### src/rtl/pc_mux.sv
// Next-PC select for instruction fetch: picks PC+4 or the EX/MEM target,
// exposes the choice combinationally and holds it in a registered PC.
module pc_mux #(
  parameter int unsigned WIDTH                  = 8,
  parameter int unsigned IN1_WIDTH              = 32,
  parameter logic [WIDTH-1:0] RESET_PC          = '0
) (
  input  logic                 clock,
  input  logic                 reset_n,
  input  logic [WIDTH-1:0]     in0,
  input  logic [IN1_WIDTH-1:0] in1,
  input  logic                 sel,
  input  logic                 en,
  output logic [WIDTH-1:0]     out,
  output logic [WIDTH-1:0]     pc,
  output logic                 redirect,
  output logic                 misaligned
);

  // Only the low WIDTH bits of the EX/MEM target address instruction memory.
  logic [WIDTH-1:0] in1_trunc;
  assign in1_trunc = in1[WIDTH-1:0];

  generate
    if (IN1_WIDTH > WIDTH) begin : g_in1_hi
      logic unused_in1_hi;
      assign unused_in1_hi = ^in1[IN1_WIDTH-1:WIDTH];
    end
  endgenerate

  always_comb begin
    out = in0;
    if (sel == 1'b1) out = in1_trunc;
  end

  generate
    if (WIDTH >= 2) begin : g_misaligned
      assign misaligned = |out[1:0];
    end else begin : g_no_misaligned
      assign misaligned = 1'b0;
    end
  endgenerate

  // redirect marks only the cycle after a load that took the branch target.
  always_ff @(posedge clock or negedge reset_n) begin
    if (!reset_n) begin
      pc       <= RESET_PC;
      redirect <= 1'b0;
    end else if (en) begin
      pc       <= out;
      redirect <= sel;
    end else begin
      redirect <= 1'b0;
    end
  end

endmodule

### config.mk
export PLATFORM = sky130hd
export DESIGN_NAME = pc_mux
export DESIGN_NICKNAME = d
export VERILOG_FILES = /design/src/rtl/pc_mux.sv
export SDC_FILE = /design/constraint.sdc
export NUM_CORES = 1
export LEC_CHECK = 0
export ABC_CLOCK_PERIOD_IN_PS = 2300
export BUFFER_PORTS_ARGS = -buffer_cell sky130_fd_sc_hd__clkbuf_2
export CORE_MARGIN = 1
export CORE_UTILIZATION = 35
export CTS_BUF_LIST = sky130_fd_sc_hd__clkbuf_8
export DETAILED_ROUTE_END_ITERATION = 8
export PLACE_DENSITY = 0.84
export SLEW_MARGIN = 40
export SYNTH_ARGS = -nofsm -noshare
export SYNTH_HDL_FRONTEND = slang
export SYNTH_SLANG_ARGS = --single-unit
### constraint.sdc
create_clock -name clock -period 2.3 [get_ports clock]
set_input_delay 0.69 -clock clock [delete_from_list [all_inputs] [get_ports clock]]
set_output_delay 0.69 -clock clock [all_outputs]
set_load 0.005 [all_outputs]
Yosys cells after proc, flatten, opt, wreduce, memory -nomap -nowiden
Cells that the tools add are included.
W data, S select, Z words.
{"block": "classes", "n_reduce_logical": 1, "muxes": 2}
{"operator": "$mux W8", "count": 1}
{"operator": "$reduce_or A2 Y1", "count": 1}
{"operator": "$mux W1", "count": 1}
{"block": "totals", "regBits": 9, "wordCells": 5, "inputBits": 44, "out_inout_bits": 18}

Depth between registers and ports, before layout
{"block": "logic_depth", "depth_word": 2, "mapped_depth": 3, "mapped_depth_nobuf": 2}

Worst setup path after synthesis
OpenSTA, ideal clock, no wires.
{"block": "synth_timing", "kind": "in2out", "startpoint": "input port sel", "endpoint": "output port out[0]", "path_buffers": 1, "path_slack_ns": 0.484, "required_ns": 1.610, "t_arrival_ns": 1.126, "path_stages": 2, "path_cell_list": "buf_6 > mux2_4"}
{"block": "synth_via", "elab_chain_cells": 1}
{"item": "from (decl)", "line_no": "12", "text": "input logic sel,"}
{"item": "$mux W8", "line_no": "33", "text": "if (sel == 1'b1) out = in1_trunc;"}
{"item": "to (decl)", "line_no": "14", "text": "output logic [WIDTH-1:0] out,"}
No other way between the ends.

Worst setup path in the final report
{"block": "layout_timing", "startpoint": "input port sel", "endpoint": "output port out[5]"}
The elaborated chain is that of the path after synthesis.

==> impl.org <==
** Synthesis
- Parity-gate share of the synthesized area counting xor and xnor cells :: 0
- The number of nets in the synthesized netlist is 75.
- The portion of synthesized area spent on multiplexers is 0.4697.
- Sequential fraction of the synthesis area :: 0.4545
- Dominant combinational cell family by area after synthesis :: multiplexers
- Synthesis inferred 9 register bits.
- Number of standard cells after synthesis :: 31
- After synthesis, the mean cell area works out to 15.98 sq um.
- Of the total synthesized cell area, the portion taken by AND, OR, NAND and NOR gates is 0.03283.
- The cell area that synthesis handed to floorplanning was 495.5 sq um.
- Yosys printed 0 warnings.
- The post-synthesis compound-gate area fraction came to 0.01010.
- Synth Area in Adders :: 0
- Count of cell types in the netlist :: 9

** Cells and area
- The finished cells cover 728.2 sq um.
- Area added between synthesis and finish :: 46.97%
- Count of antenna diodes in the layout :: 0
- Filler cell count in the final layout :: 129
- Post-Route Utilization :: 0.5596
- Post-layout nets :: 115
- In the final layout, the share of cells above drive strength 1 is 0.8143.

** Pwr
- Part of the power in registers :: 0.397
- Switching part of the total :: 0.2280
- Relative contribution of combinational cells to total power :: 0.237
- Proportion of power drawn by the clock network :: 0.366
- In this run the static leakage power is 0.4171 nW.
- In this run the power spent charging and discharging nets is 107.9 uW.
- P_int :: about 370 uW
- Power per cell area :: 649.5 mW/mm^2
- Peak supply drop :: 375.6 uV

** Clock network
- After clock tree synthesis, the clock-pin slew on the worst setup and hold paths is 0.04 ns.
- H-Tree Depth :: 1
- Clock root buffer master :: sky130_fd_sc_hd__clkbuf_8
- Hold-fix buffer count after cts :: 0
- The clock net in this run drives a total of 9 sinks.
- Number of buffers inserted by post-CTS setup repair :: 0
- Number of buffers created by CTS :: 3
- Gates resized during post-CTS repair numbered 0.
- For the worst-skew pair, the clock arrives at the later sink with an insertion delay of 0.23 ns.
- TritonCTS built the clock tree.
- Counting along the longest clock path gives a buffer depth of 2.

** Floorplanning
- During I/O placement, the number of pins put on the boundary was just over 60.
- The die is 39.63 um tall.
- From left edge to right edge, the die measures between 30 and 40 um.
- For this configuration, the core starts out at a cell density of 0.3808.
- The floorplan has 13 rows.
- Core Area :: 0.001301 sq mm
- The die covers 0.001570 sq mm.

** Setup path
- Crit-path cells :: clkbuf_2, mux2_2, clkbuf_2
- Worst-path maximum fanout :: 11
- Critical path launch point type :: input pin
- The worst setup path is of the in2out kind.
- In this design, the stage delay of the slowest critical-path cell is between 0.3 and 0.4 ns.
- Broken down by cell family, the worst path's largest delay share belongs to buffers and inverters.
- Crit path capture type :: primary output
- Required time worst endpoint :: roughly 1.6 ns
- Worst path slowest cell :: sky130_fd_sc_hd__mux2_2
- The critical path contains buffers and inverters numbering 2 combined.
- The cell that appears most often on the critical path is sky130_fd_sc_hd__clkbuf_2.
- STA puts the critical path data arrival time at 1.49 ns.

** STA
- The final count of hold timing violations came to 0.
- Setup violations remaining at the end of the flow were counted as 0.
- For the finished layout, the period the worst path requires is 2.185 ns.
- Unrepaired setup endpoints after global routing :: no
- In the finished design, the share of the clock period the worst path needs comes to 0.9498.
- Derived from the worst setup path, the maximum achievable clock frequency is 457.8 MHz.
- Fin Setup TNS :: 0 ns
- For the pin with the worst max-slew slack, the measured transition is between 0.3 and 0.4 ns.
- The worst pin sits at a relative slew slack of 0.7696.
- Across the routed clock network, the largest skew measured is 0 ns.
- The number of pins exceeding their max-slew limit in the final report was 0.

** GRT
- For this run, the total global-route usage over all layers was measured as 0.1488.
- Vias in the first global route :: 348
- The first global-routing pass estimated 1.455 mm of wire.
- Maximum number of pins on one net before global-route repair :: 12
- Overflow left after global routing :: 0
- Initial antenna violation count :: 0

** Drt
- DRC violation count after routing :: 0
- Vias after detailed routing :: 390
- Total iterations of the first detailed-routing run :: 2
- The routed design has 1.016 mm of wire.
- Initial DRC Count :: 1
- Average wire per cell in the routed design :: 11.95 um
- Remaining antenna violation count after routing :: 0
- After detailed routing, the number of vias per cell comes to 4.588.

** Min path
- The path class of the tightest hold or removal check is in2async.

** Placement
- Placed cell areas :: 683.2 sq um
- Buffers placed on the I/O ports in this run total 37.
- Routability-driven placement finished with a final weighted congestion of 0.6584.

** Run
- The tool flagged a number of max-cap violations equal to 0.

** Run status
- The run finished with clean final reports.
==> routing by layer <==
| metal | part of all wire | vias to the layer above | track usage |
|---|---|---|---|
| met3 | 0.061 | 0 | 0.05114 |
| met4 | 0 | 0 | 0.07759 |
| met2 | 0.52 | 22 | 0.2500 |
| met5 | 0 | - | 0 |
| li1 | - | 187 | - |
| met1 | 0.42 | 181 | 0.1620 |
==> sequential cells by signal (all words and copies together) (netlist names) <==
register and count:
redirect 1, pc 8
==> power by group through the flow <==
stage / Combinational [mW] / Clock (mW) / Sequential (mW)
6_report: 0.112 / 0.173 / 0.188
5_1_grt: 0.123 / 0.191 / 0.190
4_1_cts: 0.114 / 0.181 / 0.188
3_5_place_dp: 0.114 / 0 / 0.189
3_3_place_gp: 0.110 / 0 / 0.189
2_1_floorplan: 0.0595 / 0 / 0.191
==> area by class of cell <==
type	instances	area, sq um	share of cell area
timing repair buffer	37	185.2	0.2543
multi-input combinational	20	254.0	0.3488
clock buffer	3	41.29	0.05670
sequential	9	225.2	0.3093
tap	15	18.77	0.02577
clock inverter	1	3.754	0.005155
==> cells in the final DEF, fill, tap and decap left out <==
cell type,instances
sky130_fd_sc_hd__mux2_2,2
sky130_fd_sc_hd__dfrtp_1,9
sky130_fd_sc_hd__clkbuf_8,3
sky130_fd_sc_hd__clkbuf_2,37
sky130_fd_sc_hd__mux2_4,14
sky130_fd_sc_hd__a21oi_1,1
sky130_fd_sc_hd__nor3_1,1
sky130_fd_sc_hd__inv_1,1
sky130_fd_sc_hd__and2_2,1
sky130_fd_sc_hd__nor2_1,1
==> final timing paths <==
| path | start | end | slack, ns | cells after the start |
|---|---|---|---|---|
| worst max-delay path | sel | out[5] | 0.12 | 3 |
| worst min-delay path | reset_n | pc[0] | 0.31 | 1 |
| worst max register to register | pc[4] | pc[4] | 1.53 | 1 |
| worst min register to register | pc[5] | pc[5] | 0.51 | 1 |
| max in group asynchronous | reset_n | pc[6] | 1.81 | 1 |
| min in group clock | pc[5] | pc[5] | 0.51 | 1 |
==> cell families after synthesis <==
| kind of cell | count (synthesis) |
|---|---|
| muxes | 16 |
| DFF | 9 |
| and+or+nand+nor | 3 |
| buffers and inverters | 2 |
| AOI/OAI and AO/OA | 1 |
==> Yosys cell counts <==
cell type | instances | share of area
sky130_fd_sc_hd__nor2_1 | 1 | 0.0076
sky130_fd_sc_hd__mux2_4 | 14 | 0.42
sky130_fd_sc_hd__dfrtp_1 | 9 | 0.45
sky130_fd_sc_hd__buf_2 | 1 | 0.010
sky130_fd_sc_hd__mux2_2 | 2 | 0.045
sky130_fd_sc_hd__buf_6 | 1 | 0.023
sky130_fd_sc_hd__nor3_1 | 1 | 0.010
sky130_fd_sc_hd__and2_2 | 1 | 0.015
sky130_fd_sc_hd__a21oi_1 | 1 | 0.010
==> through the flow <==
stage	std cells	power (mW)	hold slack [ns]	worst slack (ns)
after floorplan	31	0.2501	0.3944	0.4840
after global placement	81	0.2987	0.4914	0.1268
after detailed placement	81	0.3028	0.4917	0.1177
after CTS	85	0.4823	0.3085	0.1192
after global routing	85	0.5037	0.3127	0.08472
final	85	0.4730	0.3055	0.1155
(Power assumes the default switching activity.)
